`config.mk`:
```
export PLATFORM = sky130hd
export DESIGN_NAME = fft_stage_sequencer_flat
export DESIGN_NICKNAME = d
export VERILOG_FILES = /design/src/rtl/fft_pkg.sv /design/src/rtl/fft_stage_sequencer_if.sv /design/src/rtl/fft_stage_sequencer_bfly_addr_gen.sv /design/src/rtl/fft_stage_sequencer.sv /design/src/flat_wrapper.sv
export SDC_FILE = /design/constraint.sdc
export NUM_CORES = 1
export LEC_CHECK = 0
export ABC_AREA = 1
export BUFFER_PORTS_ARGS = -buffer_cell sky130_fd_sc_hd__buf_2
export CAP_MARGIN = 25
export CORE_MARGIN = 8
export CORE_UTILIZATION = 53
export DETAILED_ROUTE_END_ITERATION = 10
export GPL_ROUTABILITY_DRIVEN = 0
export PLACE_DENSITY = 0.89
export SETUP_SLACK_MARGIN = 0.1
export SLEW_MARGIN = 20
export SYNTH_ARGS = -nofsm -noshare
export SYNTH_HDL_FRONTEND = slang
export SYNTH_SLANG_ARGS = --single-unit
```
`constraint.sdc`:
```
create_clock -name clk -period 4 [get_ports clk]
set_clock_uncertainty 0.15 [all_clocks]
set_input_delay 0.8 -clock clk [delete_from_list [all_inputs] [get_ports clk]]
set_output_delay 0.8 -clock clk [all_outputs]
set_load 0.02 [all_outputs]
```
`src/rtl/fft_pkg.sv`:
```
`default_nettype none
// ============================================================================
// Module   : fft_pkg
// Purpose  : Shared types and width helpers for the radix-2 FFT stage
//            sequencer. The FSM state enum lives here, together with the
//            widths derived from LOG2_N (log2 of the FFT point count).
//            A package cannot take parameters, so the widths are constant
//            functions that each user evaluates with its own LOG2_N.
// Revision : 1.0 - initial release
// ============================================================================
package fft_pkg;

    typedef enum logic [0:0] {
        IDLE = 1'b0,
        RUN  = 1'b1
    } state_e;

    localparam int LOG2_N_DEFAULT = 4;
    localparam int LOG2_N_MIN     = 2;
    localparam int LOG2_N_MAX     = 12;

    // Stage index width: holds 0..LOG2_N-1.
    function automatic int sw_of(input int log2_n);
        return (log2_n < 2) ? 1 : $clog2(log2_n);
    endfunction

    // Butterfly index / twiddle index width: 2^(LOG2_N-1) butterflies.
    function automatic int bw_of(input int log2_n);
        return log2_n - 1;
    endfunction

    // Completed-stage counter width: holds 0..LOG2_N.
    function automatic int cw_of(input int log2_n);
        return $clog2(log2_n + 1);
    endfunction

    localparam int SW = sw_of(LOG2_N_DEFAULT);
    localparam int BW = bw_of(LOG2_N_DEFAULT);
    localparam int CW = cw_of(LOG2_N_DEFAULT);

endpackage
`default_nettype wire

```
`src/rtl/fft_stage_sequencer_if.sv`:
```
`default_nettype none
// ============================================================================
// Module   : fft_stage_sequencer_if
// Purpose  : Control/status bundle between the FFT top-level control
//            (master) and the stage sequencer (slave).
// Signals  : start, abort, stage_strobe      master -> slave
//            busy, stage_done, frame_done    slave  -> master
//            stage_idx, bfly_idx             current position in the frame
//            stage_count_out                 stages completed in the frame
//            addr_a, addr_b, twiddle_idx     butterfly operand addressing
// Revision : 1.0 - initial release
// ============================================================================
interface fft_stage_sequencer_if #(
    parameter int LOG2_N = 4
);
    import fft_pkg::*;

    localparam int SW = sw_of(LOG2_N);
    localparam int BW = bw_of(LOG2_N);
    localparam int CW = cw_of(LOG2_N);

    logic              start;
    logic              abort;
    logic              stage_strobe;
    logic              busy;
    logic              stage_done;
    logic              frame_done;
    logic [SW-1:0]     stage_idx;
    logic [BW-1:0]     bfly_idx;
    logic [CW-1:0]     stage_count_out;
    logic [LOG2_N-1:0] addr_a;
    logic [LOG2_N-1:0] addr_b;
    logic [BW-1:0]     twiddle_idx;

    modport master (
        output start, abort, stage_strobe,
        input  busy, stage_done, frame_done, stage_idx, bfly_idx,
               stage_count_out, addr_a, addr_b, twiddle_idx
    );

    modport slave (
        input  start, abort, stage_strobe,
        output busy, stage_done, frame_done, stage_idx, bfly_idx,
               stage_count_out, addr_a, addr_b, twiddle_idx
    );

endinterface
`default_nettype wire

```
`src/rtl/fft_stage_sequencer_bfly_addr_gen.sv`:
```
`default_nettype none
// ============================================================================
// Module   : fft_bfly_addr_gen
// Purpose  : Combinational radix-2 butterfly addressing. For stage s and
//            butterfly b, with j = b mod 2^s and g = b >> s:
//              addr_a = g*2^(s+1) + j, addr_b = addr_a + 2^s,
//              twiddle_idx = j << (LOG2_N-1-s).
//            All outputs are zero while busy_i is low.
// Ports    : stage_idx_i, bfly_idx_i, busy_i  -> addr_a_o, addr_b_o,
//            twiddle_idx_o
// Revision : 1.0 - initial release
// ============================================================================
module fft_bfly_addr_gen
    import fft_pkg::*;
#(
    parameter int LOG2_N = 4
) (
    input  wire logic [sw_of(LOG2_N)-1:0] stage_idx_i,
    input  wire logic [bw_of(LOG2_N)-1:0] bfly_idx_i,
    input  wire logic                     busy_i,
    output logic      [LOG2_N-1:0]        addr_a_o,
    output logic      [LOG2_N-1:0]        addr_b_o,
    output logic      [bw_of(LOG2_N)-1:0] twiddle_idx_o
);

    localparam int SW = sw_of(LOG2_N);
    localparam int BW = bw_of(LOG2_N);

    logic [BW-1:0]     low_mask;
    logic [BW-1:0]     j_part;
    logic [BW-1:0]     g_part;
    logic [SW-1:0]     tw_shift;
    logic [LOG2_N-1:0] addr_a_raw;

    always_comb begin
        // On the last stage 1<<s wraps to zero, so the mask becomes all ones.
        low_mask   = (BW'(1) << stage_idx_i) - BW'(1);
        j_part     = bfly_idx_i & low_mask;
        // g already sits at bit s; one more left shift places it at s+1.
        g_part     = bfly_idx_i & ~low_mask;
        addr_a_raw = {g_part, 1'b0} | {1'b0, j_part};
        tw_shift   = SW'(BW) - stage_idx_i;

        addr_a_o      = '0;
        addr_b_o      = '0;
        twiddle_idx_o = '0;
        if (busy_i) begin
            addr_a_o      = addr_a_raw;
            // Bit s of addr_a is always clear, so OR is the same as adding 2^s.
            addr_b_o      = addr_a_raw | (LOG2_N'(1) << stage_idx_i);
            twiddle_idx_o = j_part << tw_shift;
        end
    end

endmodule
`default_nettype wire

```
`src/rtl/fft_stage_sequencer.sv`:
```
`default_nettype none
// ============================================================================
// Module   : fft_stage_sequencer
// Purpose  : Radix-2 FFT stage/butterfly sequencer. Counts butterfly-complete
//            strobes, tracks butterfly index within the stage and stage index
//            within the frame, pulses stage_done/frame_done, and drives the
//            operand addresses and twiddle index for the butterfly datapath.
// Ports    : clk      system clock, rising edge
//            n_reset  asynchronous active-low reset
//            bus      fft_stage_sequencer_if slave (start/abort/strobe in,
//                     status, counters and addresses out)
// Params   : LOG2_N      log2 of FFT points (2..12)
//            EDGE_DETECT 1 = count rising edges of stage_strobe,
//                        0 = count every high cycle
// Revision : 1.0 - initial release
// ============================================================================
module fft_stage_sequencer
    import fft_pkg::*;
#(
    parameter int LOG2_N      = 4,
    parameter int EDGE_DETECT = 1
) (
    input  wire logic           clk,
    input  wire logic           n_reset,
    fft_stage_sequencer_if.slave bus
);

    localparam int SW = sw_of(LOG2_N);
    localparam int BW = bw_of(LOG2_N);
    localparam int CW = cw_of(LOG2_N);

    localparam logic [BW-1:0] BFLY_LAST  = '1;
    localparam logic [SW-1:0] STAGE_LAST = SW'(LOG2_N - 1);
    localparam logic          LEVEL_MODE = (EDGE_DETECT == 0);

    state_e        state_q, state_d;
    logic [BW-1:0] bfly_q, bfly_d;
    logic [SW-1:0] stage_q, stage_d;
    logic [CW-1:0] scount_q, scount_d;
    logic          stage_done_q, stage_done_d;
    logic          frame_done_q, frame_done_d;
    logic          strobe_q;
    logic          strobe_cnt;

    // In level mode the history term is forced true so every high cycle counts.
    assign strobe_cnt = bus.stage_strobe & (LEVEL_MODE | ~strobe_q);

    always_ff @(posedge clk or negedge n_reset) begin
        if (!n_reset) begin
            state_q      <= IDLE;
            bfly_q       <= '0;
            stage_q      <= '0;
            scount_q     <= '0;
            stage_done_q <= 1'b0;
            frame_done_q <= 1'b0;
            strobe_q     <= 1'b0;
        end else begin
            state_q      <= state_d;
            bfly_q       <= bfly_d;
            stage_q      <= stage_d;
            scount_q     <= scount_d;
            stage_done_q <= stage_done_d;
            frame_done_q <= frame_done_d;
            // Tracked in every state, so a strobe held across start is not an edge.
            strobe_q     <= bus.stage_strobe;
        end
    end

    always_comb begin
        state_d      = state_q;
        bfly_d       = bfly_q;
        stage_d      = stage_q;
        scount_d     = scount_q;
        stage_done_d = 1'b0;
        frame_done_d = 1'b0;

        if (bus.abort) begin
            // Completed-stage count is kept so control can see how far it got.
            state_d = IDLE;
            bfly_d  = '0;
            stage_d = '0;
        end else begin
            case (state_q)
                IDLE: begin
                    if (bus.start) begin
                        state_d  = RUN;
                        bfly_d   = '0;
                        stage_d  = '0;
                        scount_d = '0;
                    end
                end
                RUN: begin
                    if (strobe_cnt) begin
                        if (bfly_q != BFLY_LAST) begin
                            bfly_d = bfly_q + BW'(1);
                        end else begin
                            bfly_d       = '0;
                            scount_d     = scount_q + CW'(1);
                            stage_done_d = 1'b1;
                            if (stage_q == STAGE_LAST) begin
                                stage_d      = '0;
                                frame_done_d = 1'b1;
                                state_d      = IDLE;
                            end else begin
                                stage_d = stage_q + SW'(1);
                            end
                        end
                    end
                end
                default: state_d = IDLE;
            endcase
        end
    end

    assign bus.busy            = (state_q == RUN);
    assign bus.stage_done      = stage_done_q;
    assign bus.frame_done      = frame_done_q;
    assign bus.stage_idx       = stage_q;
    assign bus.bfly_idx        = bfly_q;
    assign bus.stage_count_out = scount_q;

    fft_bfly_addr_gen #(
        .LOG2_N (LOG2_N)
    ) u_addr_gen (
        .stage_idx_i   (stage_q),
        .bfly_idx_i    (bfly_q),
        .busy_i        (state_q == RUN),
        .addr_a_o      (bus.addr_a),
        .addr_b_o      (bus.addr_b),
        .twiddle_idx_o (bus.twiddle_idx)
    );

endmodule
`default_nettype wire

```
`src/flat_wrapper.sv`:
```
// flat-port wrapper written by rule: the top's interface ports become plain ports
module fft_stage_sequencer_flat import fft_pkg::*;
#(
    parameter int LOG2_N      = 4,
    parameter int EDGE_DETECT = 1
)
  (clk, n_reset, bus_start, bus_abort, bus_stage_strobe, bus_busy, bus_stage_done, bus_frame_done, bus_stage_idx, bus_bfly_idx, bus_stage_count_out, bus_addr_a, bus_addr_b, bus_twiddle_idx);
  fft_stage_sequencer_if #(.LOG2_N(LOG2_N)) bus_i ();
  input  wire logic clk;
  input  wire logic n_reset;
  input wire logic [$bits(bus_i.start)-1:0] bus_start;
  input wire logic [$bits(bus_i.abort)-1:0] bus_abort;
  input wire logic [$bits(bus_i.stage_strobe)-1:0] bus_stage_strobe;
  output wire logic [$bits(bus_i.busy)-1:0] bus_busy;
  output wire logic [$bits(bus_i.stage_done)-1:0] bus_stage_done;
  output wire logic [$bits(bus_i.frame_done)-1:0] bus_frame_done;
  output wire logic [$bits(bus_i.stage_idx)-1:0] bus_stage_idx;
  output wire logic [$bits(bus_i.bfly_idx)-1:0] bus_bfly_idx;
  output wire logic [$bits(bus_i.stage_count_out)-1:0] bus_stage_count_out;
  output wire logic [$bits(bus_i.addr_a)-1:0] bus_addr_a;
  output wire logic [$bits(bus_i.addr_b)-1:0] bus_addr_b;
  output wire logic [$bits(bus_i.twiddle_idx)-1:0] bus_twiddle_idx;
  assign bus_i.start = bus_start;
  assign bus_i.abort = bus_abort;
  assign bus_i.stage_strobe = bus_stage_strobe;
  assign bus_busy = bus_i.busy;
  assign bus_stage_done = bus_i.stage_done;
  assign bus_frame_done = bus_i.frame_done;
  assign bus_stage_idx = bus_i.stage_idx;
  assign bus_bfly_idx = bus_i.bfly_idx;
  assign bus_stage_count_out = bus_i.stage_count_out;
  assign bus_addr_a = bus_i.addr_a;
  assign bus_addr_b = bus_i.addr_b;
  assign bus_twiddle_idx = bus_i.twiddle_idx;
  fft_stage_sequencer #(.LOG2_N(LOG2_N), .EDGE_DETECT(EDGE_DETECT)) u_core (.clk(clk), .n_reset(n_reset), .bus(bus_i));
endmodule
```
* Yosys cells after proc, flatten, opt, wreduce, memory -nomap -nowiden *
Index checks and enable logic that the tools add are counted.

cells by class
  divide/modulo/power cells = 0
  bitwise gates (word level) = 9
  magnitude comparators = 0
  mux-type cells = 32
  $mul = 0
  add/sub/neg operators = 5
  equal/unequal tests = 8
  reduce and logical (&&, ||, !) cells = 3
  shifts and indexed selects = 3

operator list
  operator               count
  $mux W3                7
  $mux W1                14
  $ne A3 B3 Y1 const B   4
  $pmux W3 S2            2
  $mux W2                5
  $mux W4                2
  $add A3 B1 Y3 const B  2
  $and A3 B3 Y3          2
  $ne A2 B2 Y1 const B   3
  $or A4 B3 Y4           1
  $or A4 B4 Y4           1
  $pmux W2 S2            1
  $reduce_and A4 Y1      1
  $shl A1 B2 Y4 const A  1
  $not A1 Y1             3
  $not A3 Y3             1
  $reduce_and A3 Y1      1
  $shl A1 B2 Y3 const A  1
  $shl A3 B2 Y3          1
  $sub A3 B2 Y3 const B  1
  $add A2 B1 Y2 const B  1
  $eq A2 B2 Y1 const B   1
  $pmux W1 S2            1
  $reduce_and A2 Y1      1
  2 further kinds        2

storage, ports and cells
  RAM bits = 0
  output and inout port bits = 22
  memories = 0
  latch bits = 0
  memory bits (read-only) = 0
  flip-flop bits (word level) = 12

* Logic depth before layout (Yosys ltp) *
  word-level depth = 7
  depth in mapped cells = 9
  gate-level depth less buffers = 9

* Hierarchy *
Synthesis repeated with hierarchy kept, for this count alone.

unflattened totals
  cell total of the unflattened synthesis = 107
  area total of the unflattened synthesis = 775.7 um^2

by module, submodules not included
  module               cells each  instances  area each (um^2)
  fft_stage_sequencer  74          1          611.8
  fft_bfly_addr_gen    33          1          163.9

* Least setup slack after synthesis *
No wires, ideal clock.

  path kind = reg-to-output
  start = register u_core.stage_q[0], in the netlist u_core.bus.stage_idx[0]
  end = output port bus_twiddle_idx[1]
  arrival = 1.549 ns
  buffers on the path = 0
  cell stages (with the launch flop) = 8
  slack = 1.501 ns
  cell sequence = dfrtp_1 -> inv_1 -> ha_1 -> inv_1 -> nand2_1 -> nand2_1 -> nand2_1 -> a21boi_1

on the way
  word-level cells in the longest chain between the ends = 5
  elaborated cells between the ends (all ways) = 6
  classes of those cells = add/sub: 2; shift: 2; mux: 1; bitwise: 1

RTL lines
  element                   line                                     source
  start: declaration        fft_stage_sequencer.sv:38                logic [SW-1:0] stage_q, stage_d;
  start signal: assignment  fft_stage_sequencer.sv:60                stage_q <= stage_d;
  $shl A1 B2 Y3             fft_stage_sequencer_bfly_addr_gen.sv:37  low_mask = (BW'(1) << stage_idx_i) - BW'(1);
  $sub A3 B2 Y3             fft_stage_sequencer_bfly_addr_gen.sv:37
  $and A3 B3 Y3             fft_stage_sequencer_bfly_addr_gen.sv:38  j_part = bfly_idx_i & low_mask;
  $shl A3 B2 Y3 (*)         fft_stage_sequencer_bfly_addr_gen.sv:51  twiddle_idx_o = j_part << tw_shift;
  $mux W3 (*)               fft_stage_sequencer_bfly_addr_gen.sv:47  if (busy_i) begin
  end: declaration          flat_wrapper.sv:22                       output wire logic [$bits(bus_i.twiddle_idx)-1:0] bus_twiddle_idx;

Every way passes the cells marked *; elsewhere a longest branch is shown, timed or not.

* Worst setup path in the final report *
  start = register u_core.stage_q[0], in the netlist u_core.bus.stage_idx[0]
  end = output port bus_addr_b[1]

on the way
  word-level cells in the longest chain between the ends = 7
  elaborated cells between the ends (all ways) = 9
  classes of those cells = add/sub: 1; shift: 2; mux: 1; bitwise: 5

RTL lines
  element           line                                     source
  $shl A1 B2 Y3     fft_stage_sequencer_bfly_addr_gen.sv:37
  $sub A3 B2 Y3     fft_stage_sequencer_bfly_addr_gen.sv:37
  $not A3 Y3        fft_stage_sequencer_bfly_addr_gen.sv:40  g_part = bfly_idx_i & ~low_mask;
  $and A3 B3 Y3     fft_stage_sequencer_bfly_addr_gen.sv:40
  $or A4 B3 Y4      fft_stage_sequencer_bfly_addr_gen.sv:41  addr_a_raw = {g_part, 1'b0} | {1'b0, j_part};
  $or A4 B4 Y4 (*)  fft_stage_sequencer_bfly_addr_gen.sv:50  addr_b_o = addr_a_raw | (LOG2_N'(1) << stage_idx_i);
  $mux W4 (*)       fft_stage_sequencer_bfly_addr_gen.sv:47
  end: declaration  flat_wrapper.sv:21                       output wire logic [$bits(bus_i.addr_b)-1:0] bus_addr_b;

Marked as above.

==> metrics.cfg <==
[pwr]
powerDensity_mw_per_mm2=296
p_comb_share_pct=21.7
switchingPower_uw=97.9
power.share.clock_pct=33.0
p_seq_share_pct=45.3
intPower_uw=202
finalPower_uw=300
ir_drop_v=0.000203
p_leak_nw=0.633
swShare_pct=32.6

[cells_and_area]
n_antenna_cell=0
fin_area_sq_mm=0.00101
layout_common_cells=nand2_1 (42), buf_2 (26), nor2_1 (15)
stdcell_count=165
seqCellArea_sq_um=300
area_growth_syn_to_layout_pct=19.8
multi_input_area_sq_um=468
fin_nets=164
layout_commonest_cell=nand2_1
num-fill-cells=128
fin_util_pct=67.4
drive_above_1_share_pct=22.1

[yosys]
syn_inst=121
yosys_warnings=0
synthesis.area_sq_um=847
ys_seq_area_share_pct=35.5
yosys.cell_types.count=18
syn-mean-instance-area_sq_um=7.00
synth.ff_latch_count=12
syn_nets=135

[floorplanning]
row_count=14
coreArea_sq_mm=0.00151
design.die.area_sq_mm=0.00313
num_io_pins=27
dieWidth_microns=56.0
die_h_microns=56.0
initial_utilization_pct=56.2

[clock_tree]
clock_path_buffers=2
cts_resized=0
cts-buffers-inserted=3
clock_sinks=12
insertion_delay_ns=0.28
htreeDepth=1
clock-root-buffer=clkbuf_4
hold_buffers=0
cts_setup_buffers=0
cts_tree=built
path_clk_slew_ns=0.08

[drt]
drtIter0Drc=31
wl_met1_microns=924
drc_errors=0
met2_length_microns=1120
met3_wirelength_microns=158
wire_per_inst_microns=13.6
vias_per_cell=5.25
drtAntennaViolNets=0
route.final.wire_length_microns=2240
highest_layer=met4
drtPass1Iterations=4
num_vias=866

[sta]
rsz0062_at_grt=false
min_period_ns=2.78
finalCritPeriodShare_pct=69.5
timing.fmax_mhz=360
slew-limit-headroom_pct=75.3
finalSetupTns_ns=0
slew_violations=0
setup_viol=0
finalHoldViolCount=0
worst_pin_slew_ns=0.371

[placement]
placed_area_sq_um=978
portBuffers=26
dp.cells=161
dp_hpwl_microns=1700

[worst_setup_path]
cp.required_ns=3.05
r2r-start=u_core.bus.bfly_idx[0]
crit_fanout=7
critPathLaunchType=register
crit_path_end_kind=output pin
critPathKind=reg2out
critPathArrivalTime_ns=1.83
crit_start=u_core.bus.stage_idx[0]

[grt]
overflow=0
antenna_found_initial=0
grt_pass1_wl_microns=3860
grt_pass1_vias=861
grt_usage_pct=14.6
grt_max_degree=13

[run]
maxCapViolations=0

[status]
status=completed

[min_path]
hp-class=in2async

-- worst max-delay path, cell delays in order, from the launching register on --
cell	delay, ns
dfrtp_1	0.47
inv_1	0.17
ha_1	0.26
inv_1	0.07
nand2_1	0.06
nand2_1	0.08
nand2_1	0.09
nand3_1	0.09
nand2_1	0.06
inv_1	0.06
buf_2	0.15
-- stage by stage --
stage               hold WS, ns  setup slack [ns]
finish                    0.237              1.22
global route              0.249              1.07
CTS                       0.240              1.25
detailed placement        0.347              1.56
global placement          0.340              1.68
floorplan                 0.341              1.50
-- synth_stat cells (all sizes together) --
master   n  area (sq um)
xnor2    1          8.76
buf      2          18.8
nand3    8          40.0
nand4    3          18.8
a31oi    1          6.26
o21ai    3          15.0
nand2   42           158
a21oi    5          25.0
nor3     3          20.0
inv     16          60.1
a21boi   1          7.51
dfrtp   12           300
ha       9           113
nor2    15          56.3
-- final timing paths --
kind                                            endpoint  slack [ns]  depth (start not counted)
max                                        bus_addr_b[1]        1.22                         10
min reg2reg                u_core.bus.stage_count_out[1]        0.37                          2
min in group clk           u_core.bus.stage_count_out[1]        0.37                          2
max in group asynchronous        u_core.bus.stage_idx[1]        3.25                          1
max reg2reg                      u_core.bus.stage_idx[0]        2.33                          7
min                               u_core.bus.bfly_idx[2]        0.24                          1
-- metal layers --
| metal | up-vias | track usage (%) |
|---|---|---|
| met5 | - | 0 |
| met4 | 0 | 5.50 |
| met3 | 8 | 4.79 |
| met2 | 41 | 25.0 |
| met1 | 381 | 16.1 |
| li1 | 436 | - |
-- flip-flops by register name, indices dropped and copies added (netlist names) --
| register | flops |
|---|---|
| u_core.bus.frame_done | 1 |
| u_core.bus.stage_count_out | 3 |
| u_core.bus.stage_idx | 2 |
| u_core.bus.busy | 1 |
| u_core.bus.stage_done | 1 |
| u_core.bus.bfly_idx | 3 |
| u_core.strobe_q | 1 |
-- cell families (layout without fill, tap and decap cells) --
logic type | Yosys count | count (layout) | share of synthesized area, %
DFF | 12 | 12 | 35.5
AOI/OAI and AO/OA | 10 | 10 | 6.35
adders and majority gates | 9 | 9 | 13.3
buffers and inverters | 18 | 46 | 9.31
and+or+nand+nor | 71 | 71 | 34.6
xor gates and xnor gates | 1 | 1 | 1.03
-- power groups by stage --
stage          combinational, mW  sequential (mW)  clock (mW)
6_report                  0.0651            0.136      0.0990
5_1_grt                   0.0735            0.137       0.106
4_1_cts                   0.0650            0.136      0.0996
3_5_place_dp              0.0643            0.138           0
3_3_place_gp              0.0616            0.137           0
2_1_floorplan             0.0404            0.141           0
-- area by class of cell --
cell class	count	share of cell area, %
Clock buffer	4	3.58
Inverter	16	5.92
Multi-Input combinational cell	91	46.1
Sequential cell	12	29.6
Tap cell	16	1.97
Timing Repair Buffer	26	12.8
Note: power is estimated with default switching activity, not from simulation.
